File: src/rtl/openframe_gpio_cfg.sv
// Per-pad GPIO configuration: shadow/active word banks with a hold-protected apply sequence.
// Optional shadow readback on cfg_rdata is enabled by defining OPENFRAME_CFG_READBACK_EN.
module openframe_gpio_cfg #(
  parameter int          NUM_PADS  = 44,
  parameter int          PAD_AW    = 6,
  parameter logic [12:0] RESET_CFG = 13'h0401
) (
  input  logic                clock,
  input  logic                resetb,
  input  logic                cfg_we,
  input  logic [PAD_AW-1:0]   cfg_addr,
  input  logic [12:0]         cfg_wdata,
  output logic [12:0]         cfg_rdata,
  input  logic                cfg_apply,
  output logic                cfg_busy,
  output logic                cfg_done,
  output logic                cfg_err,
  input  logic [NUM_PADS-1:0] core_out,
  input  logic [NUM_PADS-1:0] core_oeb,
  output logic [NUM_PADS-1:0] gpio_out,
  output logic [NUM_PADS-1:0] gpio_oeb,
  output logic [NUM_PADS-1:0] gpio_inp_dis,
  output logic [NUM_PADS-1:0] gpio_ib_mode_sel,
  output logic [NUM_PADS-1:0] gpio_vtrip_sel,
  output logic [NUM_PADS-1:0] gpio_slow_sel,
  output logic [NUM_PADS-1:0] gpio_holdover,
  output logic [NUM_PADS-1:0] gpio_analog_en,
  output logic [NUM_PADS-1:0] gpio_analog_sel,
  output logic [NUM_PADS-1:0] gpio_analog_pol,
  output logic [NUM_PADS-1:0] gpio_dm2,
  output logic [NUM_PADS-1:0] gpio_dm1,
  output logic [NUM_PADS-1:0] gpio_dm0
);

  typedef enum logic [2:0] {IDLE, HOLD, LOAD, RELEASE, DONE} state_t;

  localparam logic [PAD_AW-1:0] LAST_IDX = PAD_AW'(NUM_PADS - 1);

  state_t            state, state_next;
  logic [PAD_AW-1:0] idx, idx_next;
  logic [12:0]       shadow [NUM_PADS];
  logic [12:0]       active [NUM_PADS];
  logic              addr_ok;
  logic              wr_en;
  logic              hold_force;

  assign addr_ok    = (32'(cfg_addr) < 32'(NUM_PADS));
  assign wr_en      = cfg_we && !cfg_busy && addr_ok;
  assign cfg_busy   = (state == HOLD) || (state == LOAD) || (state == RELEASE);
  assign cfg_done   = (state == DONE);
  assign hold_force = (state == HOLD) || (state == LOAD);

  always_ff @(posedge clock or negedge resetb) begin
    if (!resetb) begin
      for (int i = 0; i < NUM_PADS; i++) shadow[i] <= RESET_CFG;
    end else if (wr_en) begin
      shadow[cfg_addr] <= cfg_wdata;
    end
  end

  // LOAD reads shadow after any same-cycle write from the apply cycle has landed
  always_ff @(posedge clock or negedge resetb) begin
    if (!resetb) begin
      for (int i = 0; i < NUM_PADS; i++) active[i] <= RESET_CFG;
    end else if (state == LOAD) begin
      active[idx] <= shadow[idx];
    end
  end

  always_ff @(posedge clock or negedge resetb) begin
    if (!resetb) begin
      state   <= IDLE;
      idx     <= '0;
      cfg_err <= 1'b0;
    end else begin
      state   <= state_next;
      idx     <= idx_next;
      cfg_err <= cfg_we && !cfg_busy && !addr_ok;
    end
  end

  always_comb begin
    state_next = state;
    idx_next   = idx;
    case (state)
      IDLE: begin
        if (cfg_apply) begin
          state_next = HOLD;
          idx_next   = '0;
        end
      end
      HOLD:    state_next = LOAD;
      LOAD:    state_next = RELEASE;
      RELEASE: begin
        if (idx == LAST_IDX) begin
          state_next = DONE;
        end else begin
          state_next = HOLD;
          idx_next   = idx + PAD_AW'(1);
        end
      end
      DONE:    state_next = IDLE;
      default: state_next = IDLE;
    endcase
  end

  assign gpio_out = core_out;

  // Only the pad currently being swapped sees its holdover forced high
  always_comb begin
    for (int i = 0; i < NUM_PADS; i++) begin
      gpio_oeb[i]         = active[i][1] ? core_oeb[i] : active[i][0];
      gpio_inp_dis[i]     = active[i][2];
      gpio_ib_mode_sel[i] = active[i][3];
      gpio_vtrip_sel[i]   = active[i][4];
      gpio_slow_sel[i]    = active[i][5];
      gpio_holdover[i]    = active[i][6] | (hold_force && (idx == PAD_AW'(i)));
      gpio_analog_en[i]   = active[i][7];
      gpio_analog_sel[i]  = active[i][8];
      gpio_analog_pol[i]  = active[i][9];
      gpio_dm0[i]         = active[i][10];
      gpio_dm1[i]         = active[i][11];
      gpio_dm2[i]         = active[i][12];
    end
  end

`ifdef OPENFRAME_CFG_READBACK_EN
  always_comb begin
    cfg_rdata = '0;
    if (addr_ok) cfg_rdata = shadow[cfg_addr];
  end
`else
  assign cfg_rdata = '0;
`endif

endmodule

File: config.mk
export PLATFORM = sky130hd
export DESIGN_NAME = openframe_gpio_cfg
export DESIGN_NICKNAME = d
export VERILOG_FILES = /design/src/rtl/openframe_gpio_cfg.sv
export SDC_FILE = /design/constraint.sdc
export NUM_CORES = 2
export LEC_CHECK = 0
export BUFFER_PORTS_ARGS = -buffer_cell sky130_fd_sc_hd__buf_2
export CORE_MARGIN = 2
export CORE_UTILIZATION = 24
export CTS_CLUSTER_SIZE = 12
export DETAILED_ROUTE_END_ITERATION = 10
export GPL_TIMING_DRIVEN = 1
export SYNTH_ARGS = -nofsm -noshare
export SYNTH_HDL_FRONTEND = slang
export SYNTH_SLANG_ARGS = --single-unit
File: constraint.sdc
create_clock -name clock -period 2.89 [get_ports clock]
set_input_delay 0.1445 -clock clock [delete_from_list [all_inputs] [get_ports clock]]
set_output_delay 0.1445 -clock clock [all_outputs]
set_load 0.01 [all_outputs]
==> results.md <==
- Outcome: finished clean
- Average instance area after synthesis: 13.6 um2
- Synthesis warning total: 0
- Final setup skew: 0.0437 ns
- Detail-routed via count per cell: approximately 4.5
- Flop-to-flop setup slack: 0.20 ns
- Floorplan row count: 171
- IO buf count: 597
- Effective utilization at floorplan: 0.242
- Critical path class: register to output port
- PwrDens: 789 mW/mm2
- Min-delay worst type: input pin to register
- Num CTS Buffers: between 100 and 150
- Clock sink total: between 1000 and 1500
- CP top delay family: buffers and inverters
- Drt initial violations: 1699
- Final Setup Violations: 0
- All-Layer GR Usage: 0.146
- Total Negative Setup Slacks: 0 ns
- Logic gate share of total power: 0.246
- Internal cell power: roughly 33 mW
- Number of enable-type register cells in the synthesized netlist: 0
- Detail Placement HPWL: ~120000 um
- Gate Count Post-Synth: 3860
- Switching share of power: 0.324
- Final wirelength: between 150000 and 200000 um
- Endpoint of the lowest-slack register-to-register path: gpio_dm0[25]
- Capturing instance or port of the critical path: gpio_holdover[37]
- Count of pins on the block boundary: 699
- Sequential group share of total power: 0.390
- First element of the critical path: idx[2]
- Final design area excluding fillers: 0.0614 mm2
- Cell depth of the worst flop-to-flop path: 5
- Worst Path Max Fanout: 13
- Crit path capture type: output port
- Final worst path period share: 0.963
- Average wire per standard cell: 23.5 um
- Post-Route Utilization: 0.283
- Number of cells on the critical path: 6
- Share of synthesized area occupied by flip-flops and latches: 0.554
- Wire length of the first global-routing pass: 239000 um
- Top library cells by usage in the layout, fill and taps aside: mux2_2, dfrtp_1, buf_2, buf_4, dfstp_2
- FF+latch count, synth: 1154
- Vias after detailed routing: 32000
- Max-capacitance violation count: 0
- Initial antenna violation count: 33
- Distinct cell type count of the synthesized netlist: 66
- Post-route antenna net violation count: 0
- Required arrival time at the worst endpoint: roughly 2.8 ns
- Arr. time, crit path: 2.64 ns
- Top cell type's share of synthesized area: 0.466
- Hold Worst Slack: 0.123 ns
- DP Area: 0.0565 mm2
- Buf+Inv Stages, Crit Path: 4
- Worst-Skew Late Latency: around 0.80 ns
- Pin count of the biggest net entering global routing: 89
- Vias in the first global route: 33100
- Layout cells sized above 1: 0.576
- Largest vdd supply drop: 0.000669 V
- Largest cells by area after synthesis: dfrtp_1, mux2_2, dfstp_2
- Most frequently used flop master after synthesis: dfrtp_1
- Final min period: 2.78 ns
- Count of nets after finishing: ~4200
- DRC violation count after routing: 0
- Layout overhead on the synthesized area: 16.9%
- Total power consumption of the routed design: between 40 and 50 mW
- Final-report hold violation count: 0
- Psw: between 15 and 20 mW
- Highest clock rate: 0.359 GHz
- Slew Limit Fails: 0
- Cell accounting for the most synthesized area: dfrtp_1
- Fraction of registers with async set/reset: 1.00
- Die extent in y: between 400 and 500 um
- Crit path largest cell delay: 0.60 ns
- Core outline area: 0.217 mm2
- Maximum buffer depth of the clock tree: 3
- Reg2Reg Launch Point: idx[0]
- TritonCTS clock tree: yes
- Root cell of the clock tree: clkbuf_16
- Slowest CP cell: dfrtp_4
- Detailed-routing iteration count for the pre-antenna-repair pass: 7
- Slew at the pin with the worst max-slew slack: about 1.2 ns
- Total leakage power: ~30 nW
- RSZ-0062 raised after global routing: no
- Weighted congestion at the end of routability-driven global placement: 0.783
- Global route total overflow: 0
- Total Die Area: 0.223 mm2
- Normalized max-slew margin: 0.196
- Number of levels the H-tree was split into: 4
- Floorplan die width: 472 um
- Netlist area before placement: 0.0525 mm2
- Clock transition at the registers of the reported paths: 0.06 ns
- Clock power frac: 0.363
- Most common cell after layout, fill and taps aside: mux2_2
- Crit path cell chain: inv_4 > buf_4 > nor2_4 > buf_12 > a31o_2 > buf_2
- Crit path launch type: register
-- power by group through the flow --
stage	combinational, mW	clock, mW	sequential (mW)
6_report	11.9	17.6	18.9
5_1_grt	12.8	18.8	19.1
4_1_cts	12.1	18.2	18.9
3_5_place_dp	11.7	0	19.3
3_3_place_gp	11.5	0	19.2
2_1_floorplan	7.09	0	18.8
-- per-layer routing --
| metal | vias up | part of all wire | GRT usage |
|---|---|---|---|
| li1 | 13800 | - | - |
| met1 | 16900 | 0.44 | 0.189 |
| met2 | 1041 | 0.46 | 0.229 |
| met3 | 300 | 0.065 | 0.0387 |
| met4 | 0 | 0.039 | 0.0627 |
| met5 | - | 0 | 0 |
-- state kept, by name, indices dropped and copies added, names as in the netlist --
| signal | flops |
|---|---|
| gpio_vtrip_sel | 44 |
| gpio_analog_pol | 44 |
| gpio_analog_en | 44 |
| shadow | 572 |
| state | 3 |
| gpio_dm2 | 44 |
| gpio_inp_dis | 44 |
| idx | 6 |
| active | 132 |
| gpio_dm0 | 44 |
| gpio_analog_sel | 44 |
| gpio_ib_mode_sel | 44 |
| gpio_slow_sel | 44 |
| gpio_dm1 | 44 |
| cfg_err | 1 |
-- synthesized netlist by cell type, drive strengths merged (4+ instances only) --
library cell,count
mux2,1136
dfrtp,978
buf,615
dfstp,176
clkbuf,137
nand2,124
mux2i,114
a221oi,101
o21ai,88
nor2,66
nand3,54
a31o,43
o22a,34
o22ai,23
inv,13
mux4,13
nand2b,13
a22oi,12
nor3b,9
a21oi,8
a2bb2oi,8
nor2b,8
nand3b,7
nand4,7
and2,6
a22o,5
ha,4
nor3,4
nor4b,4
or2,4
-- cell families (layout without fill, tap and decap cells) --
group | after synthesis | in the layout | synth area share
simple gates | 325 | 325 | 0.0312
mux | 1263 | 1263 | 0.271
buf+inv | 766 | 1115 | 0.0938
flops | 1154 | 1154 | 0.554
fa+ha+maj | 4 | 4 | 0.000952
compound gates | 346 | 346 | 0.0494
other cells | 1 | 23 | 0.0000714
xor+xnor | 1 | 1 | 0.000167
-- tightest hold or removal path, cell delays in order --
cell    delay (ns)
buf_2         0.09
buf_4         0.29
mux2_2        0.34
-- worst min path at each step --
stage / startpoint / endpoint / slack [ns] / cells after the start
6_report: cfg_wdata[2] / shadow[522] / 0.12 / 3
5_1_grt: cfg_wdata[2] / shadow[483] / 0.13 / 3
4_1_cts: cfg_wdata[12] / shadow[441] / 0.07 / 2
3_5_place_dp: resetb / gpio_analog_sel[3] / 0.25 / 1
3_3_place_gp: resetb / gpio_analog_sel[3] / 0.24 / 1
2_1_floorplan: resetb / active[105] / -0.15 / 0
-- metrics by stage --
stage               instances  setup WS, ns
detailed placement       6800         0.203
global placement         6800         0.256
finish                   7085         0.107
floorplan                3872         0.788
global route             7083        0.0530
CTS                      7075        0.0236
-- layout make-up --
type	count	area, um2
Antenna cell	10	25.0
Clock buffer	204	4020
Clock inverter	47	598
Fill cell	22200	156000
Inverter	14	62.6
Multi-Input combinational cell	1952	18700
Sequential cell	1154	29100
Tap cell	2854	3570
Timing Repair Buffer	850	5350
-- what timing repair did --
action / in CTS / in global routing
setup buffers: 15 / 0
setup endpoints to repair: 43 / 1
gates resized for setup: 11 / 1
hold buffers: 9 / 0
pin swaps: 1 / 0
hold endpoints to repair: 344 / 0
(Power assumes the default switching activity.)
